==> config.mk <==
export PLATFORM = sky130hd
export DESIGN_NAME = seq_detector_prog
export DESIGN_NICKNAME = d
export VERILOG_FILES = /design/src/rtl/seq_det_pkg.sv /design/src/rtl/sat_counter.sv /design/src/rtl/seq_detector_prog.sv
export SDC_FILE = /design/constraint.sdc
export NUM_CORES = 1
export LEC_CHECK = 0
export CELL_PAD_IN_SITES_DETAIL_PLACEMENT = 2
export CELL_PAD_IN_SITES_GLOBAL_PLACEMENT = 2
export CORE_MARGIN = 5
export CORE_UTILIZATION = 33
export CTS_BUF_LIST = sky130_fd_sc_hd__clkbuf_2 sky130_fd_sc_hd__clkbuf_4 sky130_fd_sc_hd__clkbuf_8
export CTS_CLUSTER_DIAMETER = 200
export DETAILED_ROUTE_END_ITERATION = 8
export GPL_TIMING_DRIVEN = 0
export PLACE_DENSITY = 0.89
export RECOVER_POWER = 25
export SYNTH_ARGS = -nofsm -noshare
export SYNTH_HDL_FRONTEND = slang
export SYNTH_SLANG_ARGS = --single-unit
==> constraint.sdc <==
create_clock -name clk -period 3.5 [get_ports clk]
set_input_delay 0.525 -clock clk [delete_from_list [all_inputs] [get_ports clk]]
set_output_delay 0.525 -clock clk [all_outputs]
set_load 0.01 [all_outputs]
==> src/rtl/seq_det_pkg.sv <==
// seq_det_pkg: shared constants and helpers for the programmable sequence detector
package seq_det_pkg;

    localparam logic [3:0] DEF_RST_PAT = 4'b1101;
    localparam bit         DEF_RST_OVL = 1'b1;

    function automatic int len_w(input int pat_w);
        return $clog2(pat_w + 1);
    endfunction

    // Low len bits set; len may reach 16, so the shift is done one bit wider
    function automatic logic [15:0] mk_mask(input logic [4:0] len);
        logic [16:0] m;
        m = (17'd1 << len) - 17'd1;
        return m[15:0];
    endfunction

endpackage

==> src/rtl/sat_counter.sv <==
// sat_counter: saturating event counter with sticky saturation flag
module sat_counter #(
    parameter int CNT_W = 8
) (
    input  logic             clk,
    input  logic             reset_n,
    input  logic             i_inc,
    input  logic             i_clr,
    output logic [CNT_W-1:0] o_count,
    output logic             o_sat
);

    logic [CNT_W-1:0] r_count;
    logic             r_sat;
    logic [CNT_W-1:0] w_next;

    // Clear wins over increment; the count sticks once it reaches all-ones
    always_comb begin
        w_next = i_clr ? '0 : (i_inc && !(&r_count)) ? r_count + 1'b1 : r_count;
    end

    // Count register; saturation flag tracks the all-ones value until cleared
    always_ff @(posedge clk or negedge reset_n) begin
        if (!reset_n) begin
            r_count <= '0;
            r_sat   <= 1'b0;
        end else begin
            r_count <= w_next;
            r_sat   <= &w_next;
        end
    end

    assign o_count = r_count;
    assign o_sat   = r_sat;

endmodule

==> src/rtl/seq_detector_prog.sv <==
// seq_detector_prog: runtime-programmable serial pattern detector with match counter
module seq_detector_prog
    import seq_det_pkg::*;
#(
    parameter int               PAT_W   = 4,
    parameter int               CNT_W   = 8,
    parameter logic [PAT_W-1:0] RST_PAT = PAT_W'(DEF_RST_PAT),
    parameter bit               RST_OVL = DEF_RST_OVL,
    parameter int               LEN_W   = len_w(PAT_W)
) (
    input  logic             clk,
    input  logic             reset_n,
    input  logic             i_cfg_load,
    input  logic [PAT_W-1:0] i_cfg_pattern,
    input  logic [LEN_W-1:0] i_cfg_len,
    input  logic             i_cfg_overlap,
    input  logic             i_in_valid,
    input  logic             i_data_in,
    input  logic             i_clr_count,
    output logic             o_seq_detected,
    output logic [PAT_W-1:0] o_current_seq,
    output logic [CNT_W-1:0] o_match_count,
    output logic             o_count_sat,
    output logic             o_armed
);

    localparam logic [LEN_W-1:0] MAX_LEN = LEN_W'(PAT_W);

    logic [PAT_W-1:0] r_pat;
    logic [LEN_W-1:0] r_len;
    logic             r_ovl;
    logic [LEN_W-1:0] r_fill;
    logic [PAT_W-1:0] r_seq;
    logic             r_det;

    logic             w_acc;
    logic [PAT_W-1:0] w_next_seq;
    logic [PAT_W-1:0] w_mask;
    logic [LEN_W-1:0] w_fill_inc;
    logic [LEN_W-1:0] w_len_clamped;
    logic             w_match;

    // Accept, compare and length-clamp logic; a config load blocks acceptance
    always_comb begin
        w_acc         = i_in_valid && !i_cfg_load;
        w_next_seq    = {r_seq[PAT_W-2:0], i_data_in};
        w_mask        = PAT_W'(mk_mask(5'(r_len)));
        w_fill_inc    = (r_fill == MAX_LEN) ? r_fill : r_fill + 1'b1;
        w_len_clamped = (i_cfg_len == '0 || i_cfg_len > MAX_LEN) ? MAX_LEN : i_cfg_len;
        w_match       = w_acc && (((w_next_seq ^ r_pat) & w_mask) == '0) && (w_fill_inc >= r_len);
    end

    // Config, shift history, fill level and the registered match pulse
    always_ff @(posedge clk or negedge reset_n) begin
        if (!reset_n) begin
            r_pat  <= RST_PAT;
            r_len  <= MAX_LEN;
            r_ovl  <= RST_OVL;
            r_fill <= '0;
            r_seq  <= '0;
            r_det  <= 1'b0;
        end else if (i_cfg_load) begin
            r_pat  <= i_cfg_pattern;
            r_len  <= w_len_clamped;
            r_ovl  <= i_cfg_overlap;
            r_fill <= '0;
            r_seq  <= '0;
            r_det  <= 1'b0;
        end else begin
            r_det <= w_match;
            if (w_acc) begin
                r_seq  <= w_next_seq;
                r_fill <= (w_match && !r_ovl) ? '0 : w_fill_inc;
            end
        end
    end

    sat_counter #(.CNT_W(CNT_W)) u_cnt (
        .clk     (clk),
        .reset_n (reset_n),
        .i_inc   (w_match),
        .i_clr   (i_clr_count),
        .o_count (o_match_count),
        .o_sat   (o_count_sat)
    );

    assign o_seq_detected = r_det;
    assign o_current_seq  = r_seq;
    assign o_armed        = (r_fill >= r_len);

endmodule

# Yosys cells after proc, flatten, opt, wreduce, memory -nomap -nowiden
# Index checks and enable logic that the tools add are counted.
[totals] output_inout_bits=15 ff_bits=25 input_bits=14 word_cells=42
[op_classes] mux=10 bitwise_logic=2 shift=1 magnitude_cmp=3 n_addsub=3 reduce_logical=14 n_eq_ne=1
[ops] op="$mux 8" count=2
[ops] op="$reduce_and 8->1" count=2
[ops] op="$mux 3" count=5
[ops] op="$add 8x1->8 const B" count=1
[ops] op="$mux 4" count=2
[ops] op="$ge 3x3->1" count=2
[ops] op="$logic_and 1x1->1" count=5
[ops] op="$and 4x4->4" count=1
[ops] op="$logic_not 4->1" count=1
[ops] op="$shl 1x3->4 const A" count=1
[ops] op="$sub 4x1->4 const B" count=1
[ops] op="$xor 4x4->4" count=1
[ops] op="$add 3x1->3 const B" count=1
[ops] op="$eq 3x3->1 const B" count=1
[ops] op="$gt 3x3->1 const B" count=1
[ops] op="$logic_not 1->1" count=3
[ops] op="$logic_not 3->1" count=1
[ops] op="$reduce_bool 2->1" count=1
[ops] op="$logic_or 1x1->1" count=1
[ops] op="$mux 1" count=1

# Logic depth before layout (Yosys ltp)
[logic_depth] ltp_word=10 depth_mapped=13 ltp_nobuf=13

# Cells and area by module
# Synthesis repeated with hierarchy kept, for this count alone.
[hier_totals] hier_cells=144 hier_area_um2=1508.9
[modules_own_cells] mod="seq_detector_prog" n_inst=1 seq_area_each_um2=406.6 cells_each=94 area_each_um2=994.7
[modules_own_cells] mod="sat_counter" n_inst=1 seq_area_each_um2=225.2 cells_each=50 area_each_um2=514.2

# Least setup slack after synthesis
# Ideal clock, no wire load.
[synth_timing] path_kind="register to register" start="register r_len[0]" end="register u_cnt.r_sat (netlist: u_cnt.o_sat)" stages_incl_launch_ff=10 required_ns=3.432 setup_slack_ns=1.046 arrival_time_ns=2.386 setup_ns=0.068 path_buffers=0 cell_sequence="dfrtp_1 or3_4 ha_1 inv_1 a222oi_1 o211ai_2 nor2_4 a41oi_1 a221oi_1 and4_1"
[synth_via] elab_chain_len=10 elab_cells_between_ends=11
[synth_lines] element="start: declaration" line="seq_detector_prog.sv:30" text="logic [LEN_W-1:0] r_len;"
[synth_lines] element="start signal: assignment" line="seq_detector_prog.sv:64" text="r_len <= w_len_clamped;"
[synth_lines] element="$shl 1x3->4" line="seq_det_pkg.sv:14" text="m = (17'd1 << len) - 17'd1;"
[synth_lines] element="$sub 4x1->4" line="seq_det_pkg.sv:14"
[synth_lines] element="$and 4x4->4" line="seq_detector_prog.sv:50" text="w_match = w_acc && (((w_next_seq ^ r_pat) & w_mask) == '0) && (w_fill_inc >= r_len);"
[synth_lines] element="$logic_not 4->1" line="seq_detector_prog.sv:50"
[synth_lines] element="$logic_and 1x1->1" line="seq_detector_prog.sv:50"
[synth_lines] element="$logic_and 1x1->1 *" line="seq_detector_prog.sv:50"
[synth_lines] element="$logic_and 1x1->1 *" line="sat_counter.sv:19" text="w_next = i_clr ? '0 : (i_inc && !(&r_count)) ? r_count + 1'b1 : r_count;"
[synth_lines] element="$mux 8 * (2 in series)" line="sat_counter.sv:19"
[synth_lines] element="$reduce_and 8->1 *" line="sat_counter.sv:29" text="r_sat <= &w_next;"
[synth_lines] element="end signal: assignment" line="sat_counter.sv:29"
[synth_lines] element="end: declaration" line="sat_counter.sv:14" text="logic r_sat;"
# Mark *: on every way between the ends. The rest lies on a longest branch, timed or not.
# A chain may end at the register's enable or synchronous reset.

# Worst setup path in the final report
[layout_timing] start="register r_fill[0]" end="register u_cnt.r_sat (netlist: u_cnt.o_sat)"
[layout_via] elab_chain_len=8 elab_cells_between_ends=9
[layout_lines] element="start: declaration" line="seq_detector_prog.sv:32" text="logic [LEN_W-1:0] r_fill;"
[layout_lines] element="start signal: assignment" line="seq_detector_prog.sv:73" text="r_fill <= (w_match && !r_ovl) ? '0 : w_fill_inc;"
[layout_lines] element="$add 3x1->3 / $eq 3x3->1 (equally long branches)" line="seq_detector_prog.sv:48" text="w_fill_inc = (r_fill == MAX_LEN) ? r_fill : r_fill + 1'b1;"
[layout_lines] element="$mux 3 *" line="seq_detector_prog.sv:48"
[layout_lines] element="$ge 3x3->1 *" line="seq_detector_prog.sv:50"
[layout_lines] element="$logic_and 1x1->1 *" line="seq_detector_prog.sv:50"
[layout_lines] element="$logic_and 1x1->1 *" line="sat_counter.sv:19"
[layout_lines] element="$mux 8 * (2 in series)" line="sat_counter.sv:19"
[layout_lines] element="$reduce_and 8->1 *" line="sat_counter.sv:29"
# Marks and branches as above.

==> flow_summary.json <==
{
  "status": "complete, no violations",
  "gr-total-overflow": 0,
  "ios": 29,
  "tightest_slew_ps": 1175,
  "dieArea_um2": 5907,
  "setup_ws_ps": 521.9,
  "ys.flop_type": "dfrtp_1",
  "crit_path_max_incr_delay_ps": 410,
  "rsz0062_at_grt": "false",
  "numCtsBuffers": 3,
  "synth_cell_types": 40,
  "drive_above_1_share": 0.1329,
  "ys_seq_elements": 25,
  "post_cts_resized": 0,
  "postCtsSetupRepairBufs": 0,
  "fin_crit_sh": 0.8509,
  "wl_per_cell_um": 17.33,
  "area_delta_synth_final_pct": 24.17,
  "antenna_found_initial": 0,
  "ant_nets": 0,
  "r2r-end": "u_cnt.o_sat",
  "end_kind": "flop",
  "htreeDepth": 1,
  "drcViolationCount": 0,
  "grt_pass1_wl_um": 6768,
  "crit_fanout": 7,
  "grt_start_max_net_pins": 26,
  "synth-seq-area-share": 0.4283,
  "start_util": 0.3388,
  "hold_path_class": "input port to flop",
  "crit_arrival_ps": 3180,
  "gp_congestion": 0.7752,
  "hpwl_um": 3072,
  "hold_buffers": 0,
  "p_per_area_nw_per_um2": 334.1,
  "port_buffers": 25,
  "vias": 1166,
  "yosys_warnings": 0,
  "clk_path_buf_depth": 2,
  "core-area_um2": 4354,
  "period_minus_slack_ps": 2978,
  "critPathRequiredTime_ps": 3700,
  "rrSetupSlack_ps": 520,
  "rows": 24,
  "min_to": "u_cnt.o_count[0]",
  "clk_latency_ps": 270,
  "p_leak_nw": 0.8056,
  "max_slew_margin": 0.2139,
  "design_area_um2": 1832,
  "synthCells": 144,
  "dieWidth_um": 76.86,
  "finalHoldViolCount": 0,
  "clk_pin_slew_ps": 90,
  "cp_top_family": "simple AND/OR/NAND/NOR gates",
  "tns_ps": 0,
  "path_class": "flop to flop",
  "dp_cells": 221,
  "start_kind": "flop",
  "cts_root_buf": "clkbuf_8",
  "fin_nets": 199,
  "via_per_inst": 5.182,
  "die_h_um": 76.86,
  "clock-sinks": 25,
  "slew_violations": 0,
  "fillers": 482,
  "reg2reg_depth": 13,
  "routed_wl_um": 3899,
  "fmax_mhz": 335.8,
  "cp_num_buf_inv": 2,
  "synth_edf_count": 0,
  "cts_tree": "built",
  "min_from": "i_clr_count",
  "async_flop_share": 1.000,
  "dr.pass1.iters": 4,
  "track_usage": 0.1380,
  "drt_iter0_markers": 23,
  "r2r-start": "r_fill[0]",
  "diodes": 0,
  "grt_pass1_vias": 1414,
  "placed_area_um2": 1790,
  "setup_violations": 0,
  "path_cells": "inv_1 -> ha_1 -> nand2_1 -> xnor2_1 -> inv_1 -> ha_1 -> nor2b_1 -> o21ai_0 -> nand2_1 -> nor2_4 -> a41oi_1 -> a221oi_1 -> and4_1",
  "synthesis.area_um2": 1475,
  "synth_fp_nets": 169,
  "fin_util": 0.4207,
  "place_ws_ps": 549.9,
  "syn_area_per_cell_um2": 10.24,
  "hold_depth": 2,
  "max_cap_violations": 0,
  "irDropWorstVdd_v": 0.0001474,
  "final_cell_count_no_fill": 225,
  "clock_skew_ps": 6.613,
  "critPathSlowestCell": "dfrtp_1"
}
## sequential cells by signal, indices dropped and copies added, names as in the netlist
register and count:
r_fill 3, u_cnt.o_sat 1, o_current_seq 4, r_len 3
r_ovl 1, o_seq_detected 1, r_pat 4, u_cnt.o_count 8
## logic make-up after synthesis
group / share of synthesized area
xor gates and xnor gates: 0.07125
DFF: 0.4283
muxes: 0.06446
AOI/OAI and AO/OA: 0.09924
adders and majority gates: 0.09330
and+or+nand+nor: 0.1934
buffers and inverters: 0.05004
## cell type report
class | instances | area (um^2) | area share
multi-input cells | 105 | 769.5 | 0.4201
plain buffers | 4 | 28.78 | 0.01571
clock buffers | 4 | 48.80 | 0.02664
flip-flops and latches | 25 | 631.9 | 0.3449
well taps | 52 | 65.06 | 0.03552
repair buffers | 25 | 250.2 | 0.1366
inverters | 10 | 37.54 | 0.02049
## power breakdown
part,total [W],switching (W),internal [W]
combinational,0.000116,0.0000616,0.0000544
sequential,0.000319,0.0000127,0.000306
clock,0.000177,0.0000884,0.0000890
total,0.000612,0.000163,0.000449
## how the worst max path moves through the flow
stage	from	to	slack, ps	depth (start not counted)
detailed placement	r_fill[0]	u_cnt.o_sat	550	13
finish	r_fill[0]	u_cnt.o_sat	520	13
floorplan	r_len[0]	u_cnt.o_sat	1050	9
global placement	r_fill[0]	u_cnt.o_sat	660	13
CTS	r_fill[0]	u_cnt.o_sat	490	13
global route	r_fill[0]	u_cnt.o_sat	250	13
## cell usage in the layout, fill, tap and decap left out, types with 2 or more instances in the layout
cell              n
a21o_1            2
dfstp_2           5
clkbuf_1          2
and2b_2           2
nand2_1           9
xnor2_1           6
nand3_1           7
and4_1            2
dfrtp_1          20
a21oi_1           4
o22ai_1           2
o21ai_0           5
clkdlybuf4s50_1  19
clkbuf_8          4
dlygate4sd3_1     6
nor2_1           13
mux2_2            4
mux2i_1           5
nor2b_1           3
inv_1            10
ha_1             11
xor2_1            6
nor3_1            5
a22o_1            3
## worst register-to-register path, stage by stage (launching register included)
cell and delay (ps):
dfrtp_1 410, inv_1 120, ha_1 190, nand2_1 70, xnor2_1 230, inv_1 80, ha_1 290, nor2b_1 40
o21ai_0 270, nand2_1 240, nor2_4 240, a41oi_1 150, a221oi_1 360, and4_1 230
## Yosys cell counts, types with 2 or more instances
| cell type | count | area (um^2) |
|---|---|---|
| a21o_1 | 2 | 15.01 |
| a21oi_1 | 4 | 20.02 |
| a22o_1 | 3 | 26.28 |
| and2b_2 | 2 | 17.52 |
| and4_1 | 2 | 17.52 |
| dfrtp_1 | 20 | 500.5 |
| dfstp_2 | 5 | 131.4 |
| ha_1 | 11 | 137.6 |
| inv_1 | 10 | 37.54 |
| mux2_2 | 4 | 45.04 |
| mux2i_1 | 5 | 50.05 |
| nand2_1 | 9 | 33.78 |
| nand3_1 | 7 | 35.03 |
| nor2_1 | 13 | 48.80 |
| nor2b_1 | 3 | 18.77 |
| nor3_1 | 5 | 25.02 |
| o21ai_0 | 5 | 25.02 |
| o22ai_1 | 2 | 12.51 |
| xnor2_1 | 6 | 52.55 |
| xor2_1 | 6 | 52.55 |
## metrics by stage
stage | total power (W) | hold slack (ps)
floorplan | 0.0003931 | 229.4
global placement | 0.0004335 | 479.2
detailed placement | 0.0004437 | 502.4
CTS | 0.0006277 | 497.7
global route | 0.0006457 | 502.7
finish | 0.0006120 | 498.7
## per-layer routing
metal | vias up | routed length (um) | global-route usage
met2 | 17 | 2102 | 0.2572
li1 | 559 | - | -
met5 | - | 0 | 0
met4 | 0 | 12 | 0.03671
met3 | 2 | 133 | 0.02810
met1 | 588 | 1650 | 0.1574
Note: power is estimated with default switching activity, not from simulation.
